--- src/rtl/pal_adapter_pkg.sv ---
// Shared definitions for the Dragon PAL adapter timing blocks.
// Holds the line-inserter state encoding and the default PAL stretch timing.
package pal_adapter_pkg;

    typedef enum logic [1:0] {
        ST_IDLE   = 2'd0,
        ST_ALIGN  = 2'd1,
        ST_INSERT = 2'd2
    } ins_state_e;

    // 14.31818 MHz master clock: 912 cycles = 63.7 us line, 67 cycles = ~4.7 us sync
    localparam int LINE_CYCLES_PAL  = 912;
    localparam int HS_WIDTH_PAL     = 67;
    localparam int INSERT_LINES_PAL = 25;

endpackage

--- src/rtl/pal_line_inserter_edge_sync.sv ---
// Two-flop synchroniser with a registered previous value and registered edge pulses.
// Pulses appear three clocks after the input edge; early is the first-stage level.
module edge_sync #(
    parameter logic RST_VAL = 1'b1
) (
    input  logic cp,
    input  logic mrb,
    input  logic d,
    output logic early,
    output logic rise,
    output logic fall
);

    logic s1_r;
    logic s2_r;
    logic prev_r;
    logic rise_r;
    logic fall_r;

    // Synchroniser chain plus edge detection against the previous synchronised level
    always_ff @(posedge cp or negedge mrb) begin
        if (!mrb) begin
            s1_r   <= RST_VAL;
            s2_r   <= RST_VAL;
            prev_r <= RST_VAL;
            rise_r <= 1'b0;
            fall_r <= 1'b0;
        end else begin
            s1_r   <= d;
            s2_r   <= s1_r;
            prev_r <= s2_r;
            rise_r <= s2_r & ~prev_r;
            fall_r <= prev_r & ~s2_r;
        end
    end

    assign early = s1_r;
    assign rise  = rise_r;
    assign fall  = fall_r;

endmodule

--- src/rtl/pal_line_inserter.sv ---
// Stalls the VDG on each row-counter trigger and emits a block of synthetic
// blank lines with their own HSync, stretching the 60 Hz frame towards PAL.
module pal_line_inserter
    import pal_adapter_pkg::*;
#(
    parameter int LINE_CYCLES  = LINE_CYCLES_PAL,
    parameter int HS_WIDTH     = HS_WIDTH_PAL,
    parameter int INSERT_LINES = INSERT_LINES_PAL,
    parameter int CNT_W        = 10
) (
    input  logic       cp,
    input  logic       mrb,
    input  logic       hsb_in,
    input  logic       fsb_in,
    input  logic       trig,
    output logic       hsb_out,
    output logic       hold,
    output logic       blank,
    output logic [4:0] line_idx,
    output logic       abort
);

    localparam logic [CNT_W-1:0] CNT_ZERO  = {CNT_W{1'b0}};
    localparam logic [CNT_W-1:0] CNT_ONE   = CNT_W'(1);
    localparam logic [CNT_W-1:0] CNT_LAST  = CNT_W'(LINE_CYCLES - 1);
    localparam logic [CNT_W-1:0] HS_END    = CNT_W'(HS_WIDTH);
    localparam logic [4:0]       LINE_LAST = 5'(INSERT_LINES - 1);

    logic hs_early_s, hs_rise_s, hs_fall_s;
    logic fs_early_s, fs_rise_s, fs_fall_s;
    logic tr_early_s, tr_rise_s, tr_fall_s;
    logic unused_s;

    ins_state_e       state_r, state_s;
    logic [CNT_W-1:0] cnt_r, cnt_s;
    logic [4:0]       line_r, line_s;
    logic             abort_s;
    logic             hsb_out_r, hold_r, blank_r, abort_r;

    edge_sync #(.RST_VAL(1'b1)) u_hs_sync (
        .cp(cp), .mrb(mrb), .d(hsb_in), .early(hs_early_s), .rise(hs_rise_s), .fall(hs_fall_s)
    );
    edge_sync #(.RST_VAL(1'b1)) u_fs_sync (
        .cp(cp), .mrb(mrb), .d(fsb_in), .early(fs_early_s), .rise(fs_rise_s), .fall(fs_fall_s)
    );
    edge_sync #(.RST_VAL(1'b0)) u_tr_sync (
        .cp(cp), .mrb(mrb), .d(trig), .early(tr_early_s), .rise(tr_rise_s), .fall(tr_fall_s)
    );

    assign unused_s = ^{hs_rise_s, fs_rise_s, fs_early_s, tr_fall_s, tr_early_s};

    // Next-state, line/cycle counting and abort decision
    always_comb begin
        state_s = state_r;
        cnt_s   = cnt_r;
        line_s  = line_r;
        abort_s = 1'b0;
        case (state_r)
            ST_IDLE: begin
                if (tr_rise_s) begin
                    state_s = ST_ALIGN;
                end else begin
                    state_s = ST_IDLE;
                end
            end
            ST_ALIGN: begin
                // Frame sync beats a coincident HSync: the frame is already over
                if (fs_fall_s) begin
                    state_s = ST_IDLE;
                    abort_s = 1'b1;
                end else if (hs_fall_s) begin
                    state_s = ST_INSERT;
                    cnt_s   = CNT_ZERO;
                    line_s  = 5'd0;
                end else begin
                    state_s = ST_ALIGN;
                end
            end
            ST_INSERT: begin
                if (fs_fall_s) begin
                    state_s = ST_IDLE;
                    abort_s = 1'b1;
                    cnt_s   = CNT_ZERO;
                    line_s  = 5'd0;
                end else if (cnt_r == CNT_LAST) begin
                    cnt_s = CNT_ZERO;
                    if (line_r == LINE_LAST) begin
                        state_s = ST_IDLE;
                        line_s  = 5'd0;
                    end else begin
                        line_s = line_r + 5'd1;
                    end
                end else begin
                    cnt_s = cnt_r + CNT_ONE;
                end
            end
            default: begin
                state_s = ST_IDLE;
                cnt_s   = CNT_ZERO;
                line_s  = 5'd0;
            end
        endcase
    end

    // State, counters and registered outputs derived from the next state
    always_ff @(posedge cp or negedge mrb) begin
        if (!mrb) begin
            state_r   <= ST_IDLE;
            cnt_r     <= CNT_ZERO;
            line_r    <= 5'd0;
            hsb_out_r <= 1'b1;
            hold_r    <= 1'b0;
            blank_r   <= 1'b0;
            abort_r   <= 1'b0;
        end else begin
            state_r <= state_s;
            cnt_r   <= cnt_s;
            line_r  <= line_s;
            hold_r  <= (state_s == ST_INSERT);
            blank_r <= (state_s == ST_INSERT);
            abort_r <= abort_s;
            // Taking the first stage here gives a two-clock pass-through latency
            hsb_out_r <= (state_s == ST_INSERT) ? (cnt_s >= HS_END) : hs_early_s;
        end
    end

    assign hsb_out  = hsb_out_r;
    assign hold     = hold_r;
    assign blank    = blank_r;
    assign line_idx = line_r;
    assign abort    = abort_r;

endmodule

--- config.mk ---
export PLATFORM = sky130hd
export DESIGN_NAME = pal_line_inserter
export DESIGN_NICKNAME = d
export VERILOG_FILES = /design/src/rtl/pal_adapter_pkg.sv /design/src/rtl/pal_line_inserter_edge_sync.sv /design/src/rtl/pal_line_inserter.sv
export SDC_FILE = /design/constraint.sdc
export NUM_CORES = 1
export LEC_CHECK = 0
export ABC_AREA = 1
export ABC_CLOCK_PERIOD_IN_PS = 2300
export CORE_ASPECT_RATIO = 1.1
export CORE_MARGIN = 5
export CORE_UTILIZATION = 40
export DETAILED_ROUTE_END_ITERATION = 16
export PLACE_DENSITY_LB_ADDON = 0.05
export SYNTH_ARGS = -nofsm -noshare
export SYNTH_HDL_FRONTEND = slang
export SYNTH_SLANG_ARGS = --single-unit
--- constraint.sdc ---
create_clock -name cp -period 2.3 [get_ports cp]
set_input_delay 0.345 -clock cp [delete_from_list [all_inputs] [get_ports cp]]
set_output_delay 0.345 -clock cp [all_outputs]
set_load 0.005 [all_outputs]
==> impl_metrics.xml <==
<?xml version="1.0" encoding="UTF-8"?>
<metrics>
  <group name="critical_path">
    <metric name="reg_to_reg_startpoint" unit="">cnt_r[0]$_DFF_PN0_</metric>
    <metric name="worst-endpoint-arrival" unit="ns">1.95</metric>
    <metric name="worst-setup-path-type" unit="">reg -&gt; reg</metric>
    <metric name="r2r_slack" unit="ns">0.52</metric>
    <metric name="crit_fanout" unit="">6</metric>
    <metric name="timing.critical_path.required" unit="ns">2.47</metric>
    <metric name="end_kind" unit="">flip-flop</metric>
    <metric name="worstRegToRegCells" unit="">10</metric>
    <metric name="capture_instance_of_the_worst_register_to_register_path" unit="">line_idx[3]$_DFFE_PN0P_</metric>
    <metric name="critPathLaunchType" unit="">flip-flop</metric>
    <metric name="startpoint" unit="">cnt_r[0]$_DFF_PN0_</metric>
  </group>
  <group name="floorplan">
    <metric name="die_area" unit="mm²">0.00562</metric>
    <metric name="fp-row-count" unit="">24</metric>
    <metric name="num_io_pins" unit="">14</metric>
    <metric name="floorplan.die.width" unit="µm">71.9</metric>
    <metric name="fp.dieH" unit="µm">78.1</metric>
    <metric name="initial_core_util" unit="">0.419</metric>
    <metric name="fp.coreArea" unit="mm²">0.00402</metric>
  </group>
  <group name="placement">
    <metric name="hpwl_reported_at_the_end_of_detailed_placement" unit="µm">2520</metric>
    <metric name="pre_cts_slack" unit="ns">0.509</metric>
    <metric name="portBuffers" unit="">13</metric>
    <metric name="gp_congestion" unit="">0.807</metric>
  </group>
  <group name="logic_synthesis">
    <metric name="ys_seq_elements" unit="">32</metric>
    <metric name="synth.yosys.warnings" unit="">0</metric>
    <metric name="synth.lib_cells_used.distinct" unit="">32</metric>
    <metric name="synth-edff-count" unit="">0</metric>
    <metric name="syn_area" unit="mm²">0.00169</metric>
    <metric name="synth_top_flop_cell" unit="">sky130_fd_sc_hd__dfrtp_1</metric>
    <metric name="postSynthCellCount" unit="">192</metric>
    <metric name="synth_sequential_area_ratio" unit="">0.480</metric>
    <metric name="asyncSetResetFlopFracSynth" unit="">1.00</metric>
    <metric name="synth.net_count" unit="">204</metric>
    <metric name="synthesis.area_per_instance" unit="µm²">8.79</metric>
  </group>
  <group name="sta">
    <metric name="relSlewSlack" unit="">0.721</metric>
    <metric name="fmaxAchievable" unit="MHz">562</metric>
    <metric name="layout_setup_ws" unit="ns">0.520</metric>
    <metric name="rsz_0062_raised_after_global_routing" unit="">no</metric>
    <metric name="min_period_over_period" unit="">0.774</metric>
    <metric name="finalWorstPathRequiredPeriod" unit="ns">1.78</metric>
    <metric name="timing.final.setup_violations" unit="">0</metric>
    <metric name="totalNegativeSetupSlack" unit="ns">0</metric>
    <metric name="worst_slew_pin_slew" unit="ns">0.419</metric>
    <metric name="finalMaxSlewViolations" unit="">0</metric>
    <metric name="hold_viol" unit="">0</metric>
    <metric name="fin_worst_skew" unit="ns">0.00509</metric>
  </group>
  <group name="job">
    <metric name="max_cap_violations" unit="">0</metric>
  </group>
  <group name="worst_hold_path">
    <metric name="whs_path_depth" unit="">0</metric>
    <metric name="min-delay-start" unit="">u_tr_sync.early$_DFF_PN0_</metric>
    <metric name="hold-path-endpoint" unit="">u_tr_sync.s2_r$_DFF_PN0_</metric>
    <metric name="worst_hold_path_type" unit="">reg -&gt; reg</metric>
  </group>
  <group name="final_layout">
    <metric name="fin_nets" unit="">222</metric>
    <metric name="largest-register" unit="">cnt_r</metric>
    <metric name="multiInputGateArea" unit="µm²">717</metric>
    <metric name="mostFrequentLayoutCell" unit="">sky130_fd_sc_hd__nand2_1</metric>
    <metric name="area_delta_synth_final" unit="%">17.6</metric>
    <metric name="mostFrequentLayoutCells" unit="">39 x sky130_fd_sc_hd__nand2_1, 30 x sky130_fd_sc_hd__inv_1, 25 x sky130_fd_sc_hd__dfrtp_1, 16 x sky130_fd_sc_hd__nor2_1</metric>
    <metric name="largest_register_ff_count" unit="">10</metric>
    <metric name="final.fill_count" unit="">398</metric>
    <metric name="ff_latch_area" unit="µm²">810</metric>
    <metric name="drive_gt1_frac" unit="">0.185</metric>
    <metric name="antenna_cells_inserted" unit="">0</metric>
  </group>
  <group name="clocking">
    <metric name="cts_buffers" unit="">5</metric>
    <metric name="insertion_delay" unit="ns">0.28</metric>
    <metric name="clock-sinks" unit="">32</metric>
    <metric name="cts_post_setup_buffers_inserted" unit="">0</metric>
    <metric name="hold_buffers" unit="">0</metric>
    <metric name="htree_num_levels" unit="">2</metric>
    <metric name="post_cts_resize_count" unit="">0</metric>
    <metric name="cts-root-buf" unit="">sky130_fd_sc_hd__clkbuf_8</metric>
    <metric name="cts_tree" unit="">done</metric>
    <metric name="cts_max_path_buffers" unit="">2</metric>
    <metric name="worst_setup_hold_path_clk_slew" unit="ns">0.07</metric>
  </group>
  <group name="pwr">
    <metric name="power.density" unit="mW/mm²">680</metric>
    <metric name="p_leak" unit="nW">0.960</metric>
    <metric name="worst_case_vdd_ir_drop" unit="mV">0.435</metric>
    <metric name="report.power.total" unit="mW">1.35</metric>
  </group>
  <group name="drt">
    <metric name="vias_per_cell" unit="">4.81</metric>
    <metric name="drt-wirelength-per-cell" unit="µm">12.8</metric>
    <metric name="detail_route.first_pass.iterations" unit="">4</metric>
    <metric name="remaining_drc_errors" unit="">0</metric>
    <metric name="wl" unit="µm">3360</metric>
    <metric name="drt.antenna.violating_nets" unit="">0</metric>
    <metric name="via_count" unit="">1266</metric>
    <metric name="detailedRoute.firstIterationViolations" unit="">61</metric>
  </group>
  <group name="global_route">
    <metric name="globalRoute.totalOverflow" unit="">0</metric>
    <metric name="vias_in_the_first_global_route" unit="">1374</metric>
    <metric name="grt_max_degree" unit="">33</metric>
    <metric name="initial_antenna_violation_count" unit="">0</metric>
    <metric name="gr-usage-all-layers" unit="">0.137</metric>
    <metric name="global_route_wire_length_before_repair" unit="µm">6000</metric>
  </group>
  <group name="outcome">
    <metric name="run_status" unit="">completed</metric>
  </group>
</metrics>
per-layer routing:
| metal | part of all wire | vias to the layer above | wire length, µm | track usage |
|---|---|---|---|---|
| li1 | - | 635 | - | - |
| met3 | 0.032 | 6 | 106 | 0.0434 |
| met5 | 0 | - | 0 | 0 |
| met2 | 0.53 | 19 | 1780 | 0.236 |
| met1 | 0.42 | 606 | 1420 | 0.156 |
| met4 | 0.017 | 0 | 56 | 0.0564 |
report_power, final:
part           switching, mW  internal (mW)
Combinational          0.119         0.0768
Sequential            0.0216          0.600
Clock                  0.213          0.320
Total                  0.353          0.997
cells by family after synthesis:
logic type                 Yosys count  share of synthesized area
AOI/OAI and AO/OA                   27                     0.0941
buffers and inverters               39                     0.0956
and+or+nand+nor                     87                      0.279
DFF                                 32                      0.480
adders and majority gates            7                     0.0519
cells in the mapped netlist, types with 2 or more instances:
master / count / area (µm²)
sky130_fd_sc_hd__nor2_1: 16 / 60.1
sky130_fd_sc_hd__dfstp_2: 7 / 184
sky130_fd_sc_hd__nor3_2: 2 / 20.0
sky130_fd_sc_hd__dfrtp_1: 25 / 626
sky130_fd_sc_hd__nand3_1: 13 / 65.1
sky130_fd_sc_hd__inv_2: 3 / 11.3
sky130_fd_sc_hd__a21oi_1: 10 / 50.1
sky130_fd_sc_hd__inv_1: 30 / 113
sky130_fd_sc_hd__nand4_1: 3 / 18.8
sky130_fd_sc_hd__o21ai_0: 5 / 25.0
sky130_fd_sc_hd__inv_6: 2 / 17.5
sky130_fd_sc_hd__ha_1: 7 / 87.6
sky130_fd_sc_hd__nand2_1: 39 / 146
sky130_fd_sc_hd__nand3_2: 3 / 30.0
sky130_fd_sc_hd__nand2_4: 2 / 22.5
sky130_fd_sc_hd__o21ai_1: 8 / 40.0
sky130_fd_sc_hd__nor2_2: 2 / 12.5
metrics by stage:
stage	hold WS, ns	utilization	cells	cell area (µm²)
CTS	0.361	0.493	263	1990
floorplan	0.0494	-	192	1690
finish	0.358	0.493	263	1990
detailed placement	0.347	0.466	255	1870
global route	0.367	0.493	263	1990
global placement	0.340	0.466	255	1870
worst max path at each step:
stage | end | cells past startpoint
final | line_idx[3]$_DFFE_PN0P_ | 10
after global placement | line_idx[3]$_DFFE_PN0P_ | 10
after global routing | hsb_out$_DFF_PN1_ | 10
after detailed placement | line_idx[3]$_DFFE_PN0P_ | 10
after floorplan | hsb_out$_DFF_PN1_ | 10
after CTS | line_idx[3]$_DFFE_PN0P_ | 10
area by class of cell:
class,instances,share of cell area
Multi-Input combinational cell,121,0.361
Timing Repair Buffer,14,0.0693
Clock inverter,3,0.0214
Sequential cell,32,0.408
Inverter,36,0.0731
Clock buffer,5,0.0347
Tap cell,52,0.0328
critical path: stages (launching register included):
cell and delay, ns:
sky130_fd_sc_hd__dfrtp_1 0.38, sky130_fd_sc_hd__ha_1 0.22, sky130_fd_sc_hd__nand3_2 0.13, sky130_fd_sc_hd__nor2_4 0.13, sky130_fd_sc_hd__nand2_4 0.11, sky130_fd_sc_hd__nand2_8 0.10, sky130_fd_sc_hd__inv_6 0.05, sky130_fd_sc_hd__nor2_8 0.13
sky130_fd_sc_hd__inv_2 0.08, sky130_fd_sc_hd__nor3_1 0.24, sky130_fd_sc_hd__nor3b_2 0.08
(Power assumes the default switching activity.)
==> variant, RTL diff (config.mk and constraints unchanged) <==
The 3 states of `ins_state_e` get a one-hot encoding in 3 bits.
--- a/src/rtl/pal_adapter_pkg.sv
+++ b/src/rtl/pal_adapter_pkg.sv
@@ -3,8 +3,8 @@
 package pal_adapter_pkg;
 
-    typedef enum logic [1:0] {
-        ST_IDLE   = 2'd0,
-        ST_ALIGN  = 2'd1,
-        ST_INSERT = 2'd2
+    typedef enum logic [2:0] {
+        ST_IDLE   = 3'b001,
+        ST_ALIGN  = 3'b010,
+        ST_INSERT = 3'b100
     } ins_state_e;
 
Behaviour: no difference found for any inputs over 10 cycles, from zero or initial values; not proved beyond that.
==> variant against the unedited design <==
- power grew 11%
- sequential share of layout area grew 1.8 points
- synthesized area shrank 2.1%
- sequential cell count grew 1
- clock power grew 2%
- design area shrank 1.1%
- routed wire length shrank 4.9%
- worst setup slack gained 94 ps
- highest routed layer unchanged
==> variant: results (changes against the unedited design) <==
[synth]
yosys-top-cells-area=dfrtp_1 (38%), dfstp_2 (13%), nand2_1 (9.3%)
yosysSeqAreaShare_pct=50.6  ; +2.6 points
synth_common_cells=nand2_1 (41), dfrtp_1 (25), inv_1 (23)
synth_warnings=0  ; unchanged
synth_fp_nets=197  ; -3.4%
synth.distinct_cells=31  ; -3.1%
avgSynthCellArea_um2=8.75  ; -0.52%
yosys.cell_count.top_type=nand2_1

[hold_path]
min_from=u_fs_sync.early
min_path_cells=0  ; unchanged
hp-class=register to register

[routing]
num_vias=1257  ; -0.71%
wl_mm=3.19  ; -4.9%
first_iter_violations=76  ; +25%
met3WireLength_um=135  ; +27%
wire_per_inst_um=12.2  ; -4.6%
wl_met2_mm=1.61  ; -9.4%
wl_met1_mm=1.40  ; -1.6%

[grt]
grt_usage_pct=13.4  ; -0.34 points
grt_max_degree=34  ; +3.0%
grt_pass1_wl_mm=5.84  ; -2.5%

[placement]
hpwl_mm=2.43  ; -3.7%
preCtsSetupSlack_ps=612  ; +104 ps
dpl-instance-area_mm2=0.00185  ; -1.4%
place_inst=254  ; -0.39%
gp_congestion=0.801  ; -0.77%

[power_and_ir_drop]
irDropWorstVdd_mv=0.475  ; +9.1%
leakage_nw=0.960  ; about the same

[timing]
worst_pin_slew_ps=399  ; -19.8 ps
setup_ws_ps=614  ; +94.1 ps
fin_worst_skew_ps=5.14  ; +0.0501 ps

[layout]
drive_gt1_share_pct=21.0  ; +2.5 points
final_nets=217  ; -2.3%
fill_cells=409  ; +2.8%
utilization_pct=49.2  ; -0.19 points

[status]
run_status=complete, no violations

[critical_path]
crit_arrival_ps=1900  ; -50 ps
r2r_cells=12  ; +2
slowest_delay_ps=420  ; +40 ps
crit_start=cnt_r[0]
cp_max_fo=8  ; +2

[clock_tree]
cts_root_buf=clkbuf_8

## variant: changes by cell type after synthesis, sizes merged, moves of 2 or more
cell	unedited run	this run
o21ai	13	7
nand4	3	5
ha	7	3
nand3	16	21
nor2	20	24
nand2	42	48
o211ai	0	2
inv	35	32
a21oi	11	4
## variant: final cells by class
class / count / area share (%)
Inverter: 33 / 6.50
Timing Repair Buffer: 14 / 7.01
Tap cell: 52 / 3.31
Sequential cell: 33 / 42.6
Multi-Input combinational cell: 122 / 34.7
Clock inverter: 3 / 2.36
Clock buffer: 5 / 3.51
## variant: critical path: cells and delay by family, from the launching register on
family / cells / cell delay (ps)
and+or+nand+nor: 8 / 660
DFF: 1 / 420
buffers and inverters: 2 / 150
adders and majority gates: 1 / 240
AOI/OAI and AO/OA: 1 / 150
## variant: worst paths after layout
kind / slack (ps) / endpoint
min in group asynchronous: 450 / cnt_r[2]
hold reg to reg: 360 / u_fs_sync.s2_r
setup reg to reg: 610 / hsb_out
setup / recovery: 610 / hsb_out
max in group asynchronous: 1520 / hsb_out
hold / removal: 360 / u_fs_sync.s2_r
## variant: report_power, final
part	internal, mW	total [mW]	leakage (nW)	switching (mW)
registers	0.623	0.645	0.422	0.0223
logic	0.102	0.315	0.484	0.213
clock network	0.324	0.544	0.0543	0.220
total	1.05	1.50	0.960	0.455
## variant: routing by layer
layer	up-vias	track usage [%]
li1	637	-
met1	594	15.3
met2	21	23.0
met3	5	3.75
met4	0	6.02
met5	-	0
## variant: metrics by stage
stage | total power [mW] | hold slack, ps
final | 1.50 | 359
after detailed placement | 0.973 | 345
after floorplan | 0.891 | 49.4
after global routing | 1.60 | 367
after global placement | 0.969 | 343
after CTS | 1.53 | 362
## variant: kinds of logic after synthesis
group	share of synthesized area [%]
adder cells (fa/ha/maj)	2.27
buffers and inverters	8.18
AO/OA/AOI/OAI	5.68
AND/OR/NAND/NOR	32.8
flip-flops	50.6
XOR/XNOR	0.530
